===== config.mk =====
export PLATFORM = sky130hd
export DESIGN_NAME = bram_vec_alu_flat
export DESIGN_NICKNAME = d
export VERILOG_FILES = /design/src/rtl/bram_vec_pkg.sv /design/src/rtl/bram_vec_alu_if.sv /design/src/rtl/bram_vec_alu_alu.sv /design/src/rtl/bram_vec_alu.sv /design/src/flat_wrapper.sv
export SDC_FILE = /design/constraint.sdc
export NUM_CORES = 1
export LEC_CHECK = 0
export CORE_MARGIN = 3
export CORE_UTILIZATION = 40
export CTS_BUF_LIST = sky130_fd_sc_hd__clkbuf_4 sky130_fd_sc_hd__clkbuf_8 sky130_fd_sc_hd__clkbuf_16
export DETAILED_ROUTE_END_ITERATION = 16
export GPL_TIMING_DRIVEN = 1
export PLACE_DENSITY = 0.69
export SYNTH_ARGS = -nofsm -noshare
export SYNTH_HDL_FRONTEND = slang
export SYNTH_SLANG_ARGS = --single-unit

===== constraint.sdc =====
create_clock -name clk -period 4.25 [get_ports clk]
set_input_delay 0.85 -clock clk [delete_from_list [all_inputs] [get_ports clk]]
set_output_delay 0.85 -clock clk [all_outputs]
set_load 0.02 [all_outputs]

===== src/rtl/bram_vec_pkg.sv =====
// Shared definitions for the BRAM vector engine: operation codes and FSM encoding.
package bram_vec_pkg;

    localparam logic [1:0] MODE_ADD  = 2'd0;
    localparam logic [1:0] MODE_SUB  = 2'd1;
    localparam logic [1:0] MODE_SADD = 2'd2;

    typedef enum logic [1:0] {
        ST_IDLE  = 2'd0,
        ST_RUN   = 2'd1,
        ST_DRAIN = 2'd2,
        ST_FIN   = 2'd3
    } state_t;

endpackage


===== src/rtl/bram_vec_alu_if.sv =====
// Control handshake plus the A/B read port and C write port of the vector engine.
interface bram_vec_alu_if #(
    parameter int DATA_W = 32,
    parameter int ADDR_W = 10
);
    logic                  start;
    logic [ADDR_W:0]       len;
    logic [1:0]            mode;
    logic                  busy;
    logic                  done;
    logic                  ovf;
    logic                  en_ab;
    logic [ADDR_W-1:0]     addr_ab;
    logic [DATA_W-1:0]     dout_a;
    logic [DATA_W-1:0]     dout_b;
    logic                  en_c;
    logic [ADDR_W-1:0]     addr_c;
    logic [DATA_W-1:0]     din_c;
    logic [DATA_W/8-1:0]   web_c;

    modport master (
        input  start, len, mode, dout_a, dout_b,
        output busy, done, ovf, en_ab, addr_ab, en_c, addr_c, din_c, web_c
    );

    modport slave (
        output start, len, mode, dout_a, dout_b,
        input  busy, done, ovf, en_ab, addr_ab, en_c, addr_c, din_c, web_c
    );
endinterface


===== src/rtl/bram_vec_alu_alu.sv =====
// Per-element arithmetic: modular add/sub with carry/borrow, and signed
// saturating add. The reserved mode code falls back to plain add.
module vec_alu
    import bram_vec_pkg::*;
#(
    parameter int DATA_W = 32
) (
    input  logic [DATA_W-1:0] a,
    input  logic [DATA_W-1:0] b,
    input  logic [1:0]        mode,
    output logic [DATA_W-1:0] result,
    output logic              ovf_elem
);
    localparam logic [DATA_W-1:0] SMAX = {1'b0, {(DATA_W-1){1'b1}}};
    localparam logic [DATA_W-1:0] SMIN = {1'b1, {(DATA_W-1){1'b0}}};

    logic [DATA_W:0] sum_s;
    logic [DATA_W:0] diff_s;
    logic            sovf_s;

    assign sum_s  = {1'b0, a} + {1'b0, b};
    assign diff_s = {1'b0, a} - {1'b0, b};
    // Signed overflow: operands agree in sign but the sum does not.
    assign sovf_s = (a[DATA_W-1] == b[DATA_W-1]) && (sum_s[DATA_W-1] != a[DATA_W-1]);

    // Operation select
    always_comb begin
        result   = sum_s[DATA_W-1:0];
        ovf_elem = sum_s[DATA_W];
        case (mode)
            MODE_ADD: begin
                result   = sum_s[DATA_W-1:0];
                ovf_elem = sum_s[DATA_W];
            end
            MODE_SUB: begin
                result   = diff_s[DATA_W-1:0];
                ovf_elem = diff_s[DATA_W];
            end
            MODE_SADD: begin
                ovf_elem = sovf_s;
                if (sovf_s) begin
                    result = a[DATA_W-1] ? SMIN : SMAX;
                end else begin
                    result = sum_s[DATA_W-1:0];
                end
            end
            default: begin
                result   = sum_s[DATA_W-1:0];
                ovf_elem = sum_s[DATA_W];
            end
        endcase
    end

endmodule


===== src/rtl/bram_vec_alu.sv =====
// Streaming vector engine: reads len A/B word pairs from address 0 upward,
// combines them in vec_alu and writes each result to C at the same address.
module bram_vec_alu
    import bram_vec_pkg::*;
#(
    parameter int DATA_W = 32,
    parameter int ADDR_W = 10,
    parameter int RD_LAT = 1
) (
    input  logic           clk,
    input  logic           reset,
    bram_vec_alu_if.master bus
);
    localparam int              WB_W    = DATA_W / 8;
    localparam logic [ADDR_W:0] CNT_ONE = {{ADDR_W{1'b0}}, 1'b1};

    state_t              state_r;
    state_t              state_nxt_s;
    logic [ADDR_W:0]     len_r;
    logic [ADDR_W:0]     cnt_r;
    logic [1:0]          mode_r;
    logic                en_ab_r;
    logic [ADDR_W-1:0]   addr_ab_r;
    logic [RD_LAT-1:0]   vld_r;
    logic [ADDR_W-1:0]   addr_dly_r [RD_LAT];
    logic                en_c_r;
    logic [ADDR_W-1:0]   addr_c_r;
    logic [DATA_W-1:0]   din_c_r;
    logic [WB_W-1:0]     web_c_r;
    logic                busy_r;
    logic                done_r;
    logic                ovf_r;
    logic                accept_s;
    logic                issue_s;
    logic                last_issue_s;
    logic                busy_s;
    logic                fin_s;
    logic                pend_s;
    logic                wr_vld_s;
    logic [DATA_W-1:0]   alu_res_s;
    logic                alu_ovf_s;

    // FSM state register
    always_ff @(posedge clk) begin
        if (reset) begin
            state_r <= ST_IDLE;
        end else begin
            state_r <= state_nxt_s;
        end
    end

    // FSM next-state logic
    always_comb begin
        state_nxt_s = state_r;
        case (state_r)
            ST_IDLE: begin
                if (accept_s) begin
                    if (bus.len == {(ADDR_W+1){1'b0}}) begin
                        state_nxt_s = ST_FIN;
                    end else begin
                        state_nxt_s = ST_RUN;
                    end
                end else begin
                    state_nxt_s = ST_IDLE;
                end
            end
            ST_RUN: begin
                if (last_issue_s) begin
                    state_nxt_s = ST_DRAIN;
                end else begin
                    state_nxt_s = ST_RUN;
                end
            end
            ST_DRAIN: begin
                if (pend_s) begin
                    state_nxt_s = ST_DRAIN;
                end else begin
                    state_nxt_s = ST_FIN;
                end
            end
            ST_FIN:  state_nxt_s = ST_IDLE;
            default: state_nxt_s = ST_IDLE;
        endcase
    end

    // FSM output decode; DRAIN may end while the data stage still holds the
    // last element, because its write lands on the same edge as entering FIN.
    always_comb begin
        accept_s     = 1'b0;
        issue_s      = 1'b0;
        last_issue_s = 1'b0;
        busy_s       = 1'b0;
        fin_s        = 1'b0;
        case (state_r)
            ST_IDLE:  accept_s = bus.start;
            ST_RUN: begin
                issue_s      = 1'b1;
                busy_s       = 1'b1;
                last_issue_s = (cnt_r == (len_r - CNT_ONE));
            end
            ST_DRAIN: busy_s = 1'b1;
            ST_FIN: begin
                busy_s = 1'b1;
                fin_s  = 1'b1;
            end
            default: busy_s = 1'b0;
        endcase
        pend_s = en_ab_r;
        for (int j = 0; j < RD_LAT - 1; j++) begin
            pend_s = pend_s | vld_r[j];
        end
    end

    assign wr_vld_s = vld_r[RD_LAT-1];

    vec_alu #(
        .DATA_W (DATA_W)
    ) u_alu (
        .a        (bus.dout_a),
        .b        (bus.dout_b),
        .mode     (mode_r),
        .result   (alu_res_s),
        .ovf_elem (alu_ovf_s)
    );

    // Run control: latched operands, element counter, status flags
    always_ff @(posedge clk) begin
        if (reset) begin
            len_r  <= {(ADDR_W+1){1'b0}};
            mode_r <= 2'd0;
            cnt_r  <= {(ADDR_W+1){1'b0}};
            busy_r <= 1'b0;
            done_r <= 1'b0;
            ovf_r  <= 1'b0;
        end else begin
            busy_r <= busy_s;
            done_r <= fin_s;
            if (accept_s) begin
                len_r  <= bus.len;
                mode_r <= bus.mode;
                cnt_r  <= {(ADDR_W+1){1'b0}};
            end else if (issue_s) begin
                cnt_r <= cnt_r + CNT_ONE;
            end
            if (accept_s) begin
                ovf_r <= 1'b0;
            end else if (wr_vld_s && alu_ovf_s) begin
                ovf_r <= 1'b1;
            end
        end
    end

    // Read issue and the valid/address delay line matching BRAM latency
    always_ff @(posedge clk) begin
        if (reset) begin
            en_ab_r   <= 1'b0;
            addr_ab_r <= {ADDR_W{1'b0}};
            vld_r     <= {RD_LAT{1'b0}};
            for (int j = 0; j < RD_LAT; j++) begin
                addr_dly_r[j] <= {ADDR_W{1'b0}};
            end
        end else begin
            en_ab_r <= issue_s;
            if (issue_s) begin
                addr_ab_r <= cnt_r[ADDR_W-1:0];
            end
            vld_r[0]      <= en_ab_r;
            addr_dly_r[0] <= addr_ab_r;
            for (int j = 1; j < RD_LAT; j++) begin
                vld_r[j]      <= vld_r[j-1];
                addr_dly_r[j] <= addr_dly_r[j-1];
            end
        end
    end

    // Write port registers; address and data hold between writes
    always_ff @(posedge clk) begin
        if (reset) begin
            en_c_r   <= 1'b0;
            addr_c_r <= {ADDR_W{1'b0}};
            din_c_r  <= {DATA_W{1'b0}};
            web_c_r  <= {WB_W{1'b0}};
        end else begin
            en_c_r  <= wr_vld_s;
            web_c_r <= wr_vld_s ? {WB_W{1'b1}} : {WB_W{1'b0}};
            if (wr_vld_s) begin
                addr_c_r <= addr_dly_r[RD_LAT-1];
                din_c_r  <= alu_res_s;
            end
        end
    end

    assign bus.busy    = busy_r;
    assign bus.done    = done_r;
    assign bus.ovf     = ovf_r;
    assign bus.en_ab   = en_ab_r;
    assign bus.addr_ab = addr_ab_r;
    assign bus.en_c    = en_c_r;
    assign bus.addr_c  = addr_c_r;
    assign bus.din_c   = din_c_r;
    assign bus.web_c   = web_c_r;

endmodule


===== src/flat_wrapper.sv =====
// flat-port wrapper written by rule: the top's interface ports become plain ports
module bram_vec_alu_flat import bram_vec_pkg::*;
#(
    parameter int DATA_W = 32,
    parameter int ADDR_W = 10,
    parameter int RD_LAT = 1
)
  (clk, reset, bus_start, bus_len, bus_mode, bus_dout_a, bus_dout_b, bus_busy, bus_done, bus_ovf, bus_en_ab, bus_addr_ab, bus_en_c, bus_addr_c, bus_din_c, bus_web_c);
  bram_vec_alu_if #(.DATA_W(DATA_W), .ADDR_W(ADDR_W)) bus_i ();
  input  logic clk;
  input  logic reset;
  input wire logic [$bits(bus_i.start)-1:0] bus_start;
  input wire logic [$bits(bus_i.len)-1:0] bus_len;
  input wire logic [$bits(bus_i.mode)-1:0] bus_mode;
  input wire logic [$bits(bus_i.dout_a)-1:0] bus_dout_a;
  input wire logic [$bits(bus_i.dout_b)-1:0] bus_dout_b;
  output wire logic [$bits(bus_i.busy)-1:0] bus_busy;
  output wire logic [$bits(bus_i.done)-1:0] bus_done;
  output wire logic [$bits(bus_i.ovf)-1:0] bus_ovf;
  output wire logic [$bits(bus_i.en_ab)-1:0] bus_en_ab;
  output wire logic [$bits(bus_i.addr_ab)-1:0] bus_addr_ab;
  output wire logic [$bits(bus_i.en_c)-1:0] bus_en_c;
  output wire logic [$bits(bus_i.addr_c)-1:0] bus_addr_c;
  output wire logic [$bits(bus_i.din_c)-1:0] bus_din_c;
  output wire logic [$bits(bus_i.web_c)-1:0] bus_web_c;
  assign bus_i.start = bus_start;
  assign bus_i.len = bus_len;
  assign bus_i.mode = bus_mode;
  assign bus_i.dout_a = bus_dout_a;
  assign bus_i.dout_b = bus_dout_b;
  assign bus_busy = bus_i.busy;
  assign bus_done = bus_i.done;
  assign bus_ovf = bus_i.ovf;
  assign bus_en_ab = bus_i.en_ab;
  assign bus_addr_ab = bus_i.addr_ab;
  assign bus_en_c = bus_i.en_c;
  assign bus_addr_c = bus_i.addr_c;
  assign bus_din_c = bus_i.din_c;
  assign bus_web_c = bus_i.web_c;
  bram_vec_alu #(.DATA_W(DATA_W), .ADDR_W(ADDR_W), .RD_LAT(RD_LAT)) u_core (.clk(clk), .reset(reset), .bus(bus_i));
endmodule

Yosys cells after proc, flatten, opt, wreduce, memory -nomap -nowiden
Memories as Yosys holds them, arrays and structs flattened. A register that Yosys moved wholly into a read port is not among the register bits. Index checks and enable logic that the tools add are counted. W data, S select, Z words.

Flip-flop bits (word level): 78. Memories kept: 1. Logic and storage cells: 53. Memory bits (writable): 10. Output and inout port bits: 61. Input bits: 80.

Reductions and logical operators: 7. $add $sub $neg: 4. Equal/unequal tests: 8. Mux-type cells: 20.

Memories: u_core.addr_dly_r (depth 1, width 10, rd ports 1, clocked after memory_dff 1, write ports 1, line bram_vec_alu.sv:25) `logic [ADDR_W-1:0] addr_dly_r [RD_LAT];`.

Operators with widths (number): $mux W32 (2); $pmux W32 S2 (1); $add A32 B32 Y33 (1); $sub A32 B32 Y33 (1); $add A11 B1 Y11 const B (1); $eq A11 B11 Y1 (1); $logic_not A11 Y1 (1); $sub A11 B1 Y11 const B (1); $mux W1 (10); $mux W10 (1); $reduce_or A10 Y1 (1); $pmux W2 S4 (1); $eq A2 B2 Y1 const B (3); $mux W2 (3); $eq A2 B1 Y1 const B (2); $mux W4 (1); $reduce_or A3 Y1 (1); $logic_and A1 B1 Y1 (2); $logic_not A2 Y1 (1); $pmux W1 S2 (1); $reduce_or A2 Y1 (1); $eq A1 B1 Y1 (1); $ne A1 B1 Y1 (1).

Longest topological paths before layout
Word-level depth: 5. Depth in mapped cells: 13. Mapped depth without buffers: 12.

Hierarchy
From an unflattened synthesis, not the netlist that was laid out.

Cells, all modules: 1015. Area total of the unflattened synthesis: 7743.7 µm².

By module, submodules not included: vec_alu (times used 1, cells an instance 622, area an instance 4016.4 µm², seq. area each 0.0 µm²); bram_vec_alu (times used 1, cells an instance 393, area an instance 3727.3 µm², seq. area each 1881.8 µm²).

Least setup slack after synthesis
No wires, ideal clock.

Path kind: input -> register. Start: input bus_dout_b[1]. End: register u_core.din_c_r[4] (netlist: u_core.bus.din_c[4]). Library setup time: 0.117 ns. Stages: 11. Required time: 4.133 ns. Setup slack: 1.006 ns. Data arrival time: 3.127 ns. Buffers on the path: 0. Path through: inv_1 -> ha_1 -> and2b_2 -> o211ai_4 -> a311oi_4 -> a211oi_4 -> nor3_4 -> o31ai_4 -> a21oi_1 -> or3_1 -> a22o_1.

Longest elaborated chain between the ends: 5. Elaborated cells between the ends (all ways): 6. Those cells by class: 2 x add/sub; 1 x eq/ne; 2 x mux; 1 x reduce/logical.

RTL lines: start, declared (line flat_wrapper.sv:16) `input wire logic [$bits(bus_i.dout_b)-1:0] bus_dout_b;`; $add A32 B32 Y33 (line bram_vec_alu_alu.sv:21) `assign sum_s = {1'b0, a} + {1'b0, b};`; $ne A1 B1 Y1 (line bram_vec_alu_alu.sv:24) `assign sovf_s = (a[DATA_W-1] == b[DATA_W-1]) && (sum_s[DATA_W-1] != a[DATA_W-1]);`; $logic_and A1 B1 Y1 (line bram_vec_alu_alu.sv:24); $mux W32 (line bram_vec_alu_alu.sv:41) `if (sovf_s) begin`; $pmux W32 S2 (*) (line bram_vec_alu_alu.sv:30) `case (mode)`; end signal, assigned (line bram_vec_alu.sv:181) `din_c_r <= {DATA_W{1'b0}};`; end signal, assigned (line bram_vec_alu.sv:188) `din_c_r <= alu_res_s;`; end, declared (line bram_vec_alu.sv:28) `logic [DATA_W-1:0] din_c_r;`.

Mark *: on every way between the ends. The rest lies on a longest branch, timed or not. A chain may end at the register's enable or synchronous reset.

Worst setup path in the final report
Start: input bus_dout_b[0]. End: register u_core.ovf_r (netlist: u_core.bus.ovf).

Longest elaborated chain between the ends: 5. Elaborated cells between the ends (all ways): 6. Those cells by class: 2 x add/sub; 1 x eq/ne; 1 x mux; 2 x reduce/logical.

RTL lines: $add A32 B32 Y33 (line bram_vec_alu_alu.sv:21); $ne A1 B1 Y1 (line bram_vec_alu_alu.sv:24); $logic_and A1 B1 Y1 (line bram_vec_alu_alu.sv:24); $pmux W1 S2 (*) (line bram_vec_alu_alu.sv:30); $logic_and A1 B1 Y1 (*) (line bram_vec_alu.sv:147) `end else if (wr_vld_s && alu_ovf_s) begin`; end signal, assigned (line bram_vec_alu.sv:134) `ovf_r <= 1'b0;`; end signal, assigned (line bram_vec_alu.sv:146) `ovf_r <= 1'b0;`; end signal, assigned (line bram_vec_alu.sv:148) `ovf_r <= 1'b1;`; end, declared (line bram_vec_alu.sv:32) `logic ovf_r;`.

Marked as above.

==> results.toml <==
[min_path]
min-delay-start = "u_core.bus.din_c[6]$_SDFFE_PP0P_"
hp-class = "reg -> reg"
whs_path_depth = 2
holdPathEnd = "u_core.bus.din_c[6]$_SDFFE_PP0P_"

[cts]
cts_buffer_depth = 2
root_buffer = "clkbuf_16"
cts_resized = 0
htree_levels = 3
cts_hold_buffers = 0
postCtsSetupBuffers = 0
cts_tree = "built"
path_clk_slew_ns = 0.08
cts_sinks = 94
numCtsBuffers = 9
clk_latency_ns = 0.35

[setup_path]
r2r_cells = 10
endpoint_kind = "flop"
critPathSlowestCell = "a311oi_1"
path_cells = "clkdlybuf4s50_1, ha_1, fa_1, nor2b_1, o211ai_2, a311oi_1, o21ai_0, a211oi_1, buf_4, o21ai_0, a21oi_1, o31ai_1, a221oi_1"
arrival_ns = 4.24
slowest_delay_ns = 0.66
reg2reg_slack_ns = 1.69
crit_type = "in -> reg"
required_ns = 4.50
crit_top_cell = "o21ai_0"
r2r-end = "u_core.bus.din_c[22]$_SDFFE_PP0P_"
cp_max_fo = 4
startpoint_type = "input pin"
rr_startpoint = "u_core.mode_r[0]$_SDFFE_PP0P_"
startpoint = "bus_dout_b[0]"

[cells_and_area]
layout_common_cells = "139 x clkdlybuf4s50_1, 117 x nor2_1, 101 x a21oi_1"
nNetsFinal = 1385
drive_gt1_frac = 0.0887
syn2layout_area_growth_pct = 26.7
antenna_cells = 0
layout_commonest_cell = "clkdlybuf4s50_1"

[timing]
worst_slew_pin_slew_ns = 0.830
finalSetupViolations = 0
setup-tns-final_ns = 0
slew_headroom = 0.442
min_period_over_period = 0.940
hold_slack_ns = 0.450
period_minus_slack_ns = 4.00
clock_skew_ns = 0.00707
fmax_ghz = 0.250
final-hold-violation-count = 0
rsz0062_at_grt = "false"
drv_slew = 0

[yosys]
synth_fp_nets = 1239
netlist_area_um2 = 8160
ys_types = 95
syn_inst = 1089
synthArstFlopShare = 0
synthFlopType = "dfxtp_1"
synth_area_per_cell_um2 = 7.49
ys_ff_latch = 94
yosysWarnings = 0
ys_seq_area_frac = 0.231
synth_edf_count = 0

[placed_design]
dp_hpwl_mm = 20.2
place.gp.congestion = 0.941
numPortBuffers = 140

[drt]
drt-pass1-iter-count = 8
wl_per_cell_um = 17.1
vias = 8533
drt_iter0_markers = 738
via_per_inst = 5.67
drc = 0
routed_wl_mm = 25.7
ant_nets = 0

[die]
num_io_pins = 141
dieArea_um2 = 22100
rows = 51
die_w_um = 149
initial_core_util = 0.414
die_h_um = 149
core_area_um2 = 19700

[global_routing]
grt_pass1_vias = 7669
grt_max_degree = 42
grt_overflow_total = 0
antenna_found_initial = 0
gr-usage-all-layers = 0.223
grt_pass1_wl_mm = 40.2

[run_status]
status = "finished, final reports clean"

[pwr]
cellLeakagePower_nw = 4.15
worst_ir_drop_vdd_mv = 0.280
power_density_nw_per_um2 = 279

[job]
maxCapViolCount = 0
synth_stat cells (all sizes together), types with 14 or more instances:
cell type | n | area share
nand2b | 18 | 0.014
a211oi | 18 | 0.018
mux2i | 14 | 0.017
nor2 | 118 | 0.055
o31ai | 22 | 0.025
o21ai | 47 | 0.031
nor2b | 29 | 0.022
inv | 78 | 0.036
nand3 | 27 | 0.017
a21oi | 102 | 0.063
buf | 24 | 0.017
xor2 | 24 | 0.026
a31oi | 17 | 0.013
xnor2 | 27 | 0.029
dfxtp | 94 | 0.23
clkbuf | 38 | 0.018
nand2 | 101 | 0.048
nor3 | 18 | 0.012
ha | 68 | 0.10
a21o | 17 | 0.016
cell families (layout without fill, tap and decap cells):
kind of cell | Yosys count | in the layout | share of synthesized area
simple gates | 385 | 385 | 0.231
compound gates | 333 | 333 | 0.286
buf+inv | 142 | 293 | 0.0715
flops | 94 | 94 | 0.231
fa+ha+maj | 70 | 70 | 0.109
xor+xnor | 51 | 51 | 0.0548
mux | 14 | 14 | 0.0172
layer usage:
layer  wire (um)  part of all wire  vias to the layer above  global-route usage
met1       12000              0.47                     3936               0.332
met5           0                 0                        -                   0
met2       11200              0.43                      361               0.344
met4         546             0.021                        0              0.0600
li1            -                 -                     4201                   -
met3        1950             0.076                       35              0.0228
worst max-delay path by stage:
stage                                        end
2_1_floorplan   u_core.bus.din_c[4]$_SDFFE_PP0P_
3_3_place_gp         u_core.bus.ovf$_SDFFE_PP0P_
3_5_place_dp   u_core.bus.din_c[17]$_SDFFE_PP0P_
4_1_cts        u_core.bus.din_c[17]$_SDFFE_PP0P_
5_1_grt              u_core.bus.ovf$_SDFFE_PP0P_
6_report             u_core.bus.ovf$_SDFFE_PP0P_
registers in the layout (all words and copies together) (netlist names), 2 cells and up:
signal	count
u_core.addr_dly_r	10
u_core.bus.addr_ab	10
u_core.bus.addr_c	10
u_core.bus.din_c	32
u_core.cnt_r	11
u_core.len_r	11
u_core.mode_r	2
u_core.state_r	2
power by group:
part           total, mW  internal (mW)  leakage, nW  switching [mW]
clock network      0.824          0.418        0.145           0.406
registers          0.953          0.919        0.765          0.0337
logic               1.10          0.470         3.24           0.633
stage by stage:
stage / utilization / cells / power [mW] / setup WS, ns / instance area (um^2)
4_1_cts: 0.524 / 1505 / 2.87 / 0.346 / 10300
3_5_place_dp: 0.509 / 1489 / 2.05 / 0.00512 / 10000
6_report: 0.524 / 1505 / 2.88 / 0.254 / 10300
5_1_grt: 0.524 / 1505 / 3.02 / 0.0602 / 10300
3_3_place_gp: 0.509 / 1489 / 2.05 / 0.0955 / 10000
2_1_floorplan: - / 1089 / 1.66 / 1.01 / 8160
worst max-delay path, delay by kind of cell:
kind / cells / cell delay (ns)
buffers and inverters: 2 / 0.66
and+or+nand+nor: 1 / 0.24
adders and majority gates: 2 / 0.38
AOI/OAI and AO/OA: 8 / 2.10
layout make-up:
cell class	count	area, um^2
Inverter	80	300
Clock buffer	9	225
Sequential cell	94	1880
Tap cell	265	332
Clock inverter	7	75.1
Timing Repair Buffer	197	1820
Multi-Input combinational cell	853	5690
Fill cell	1920	9390
(Power assumes the default switching activity.)
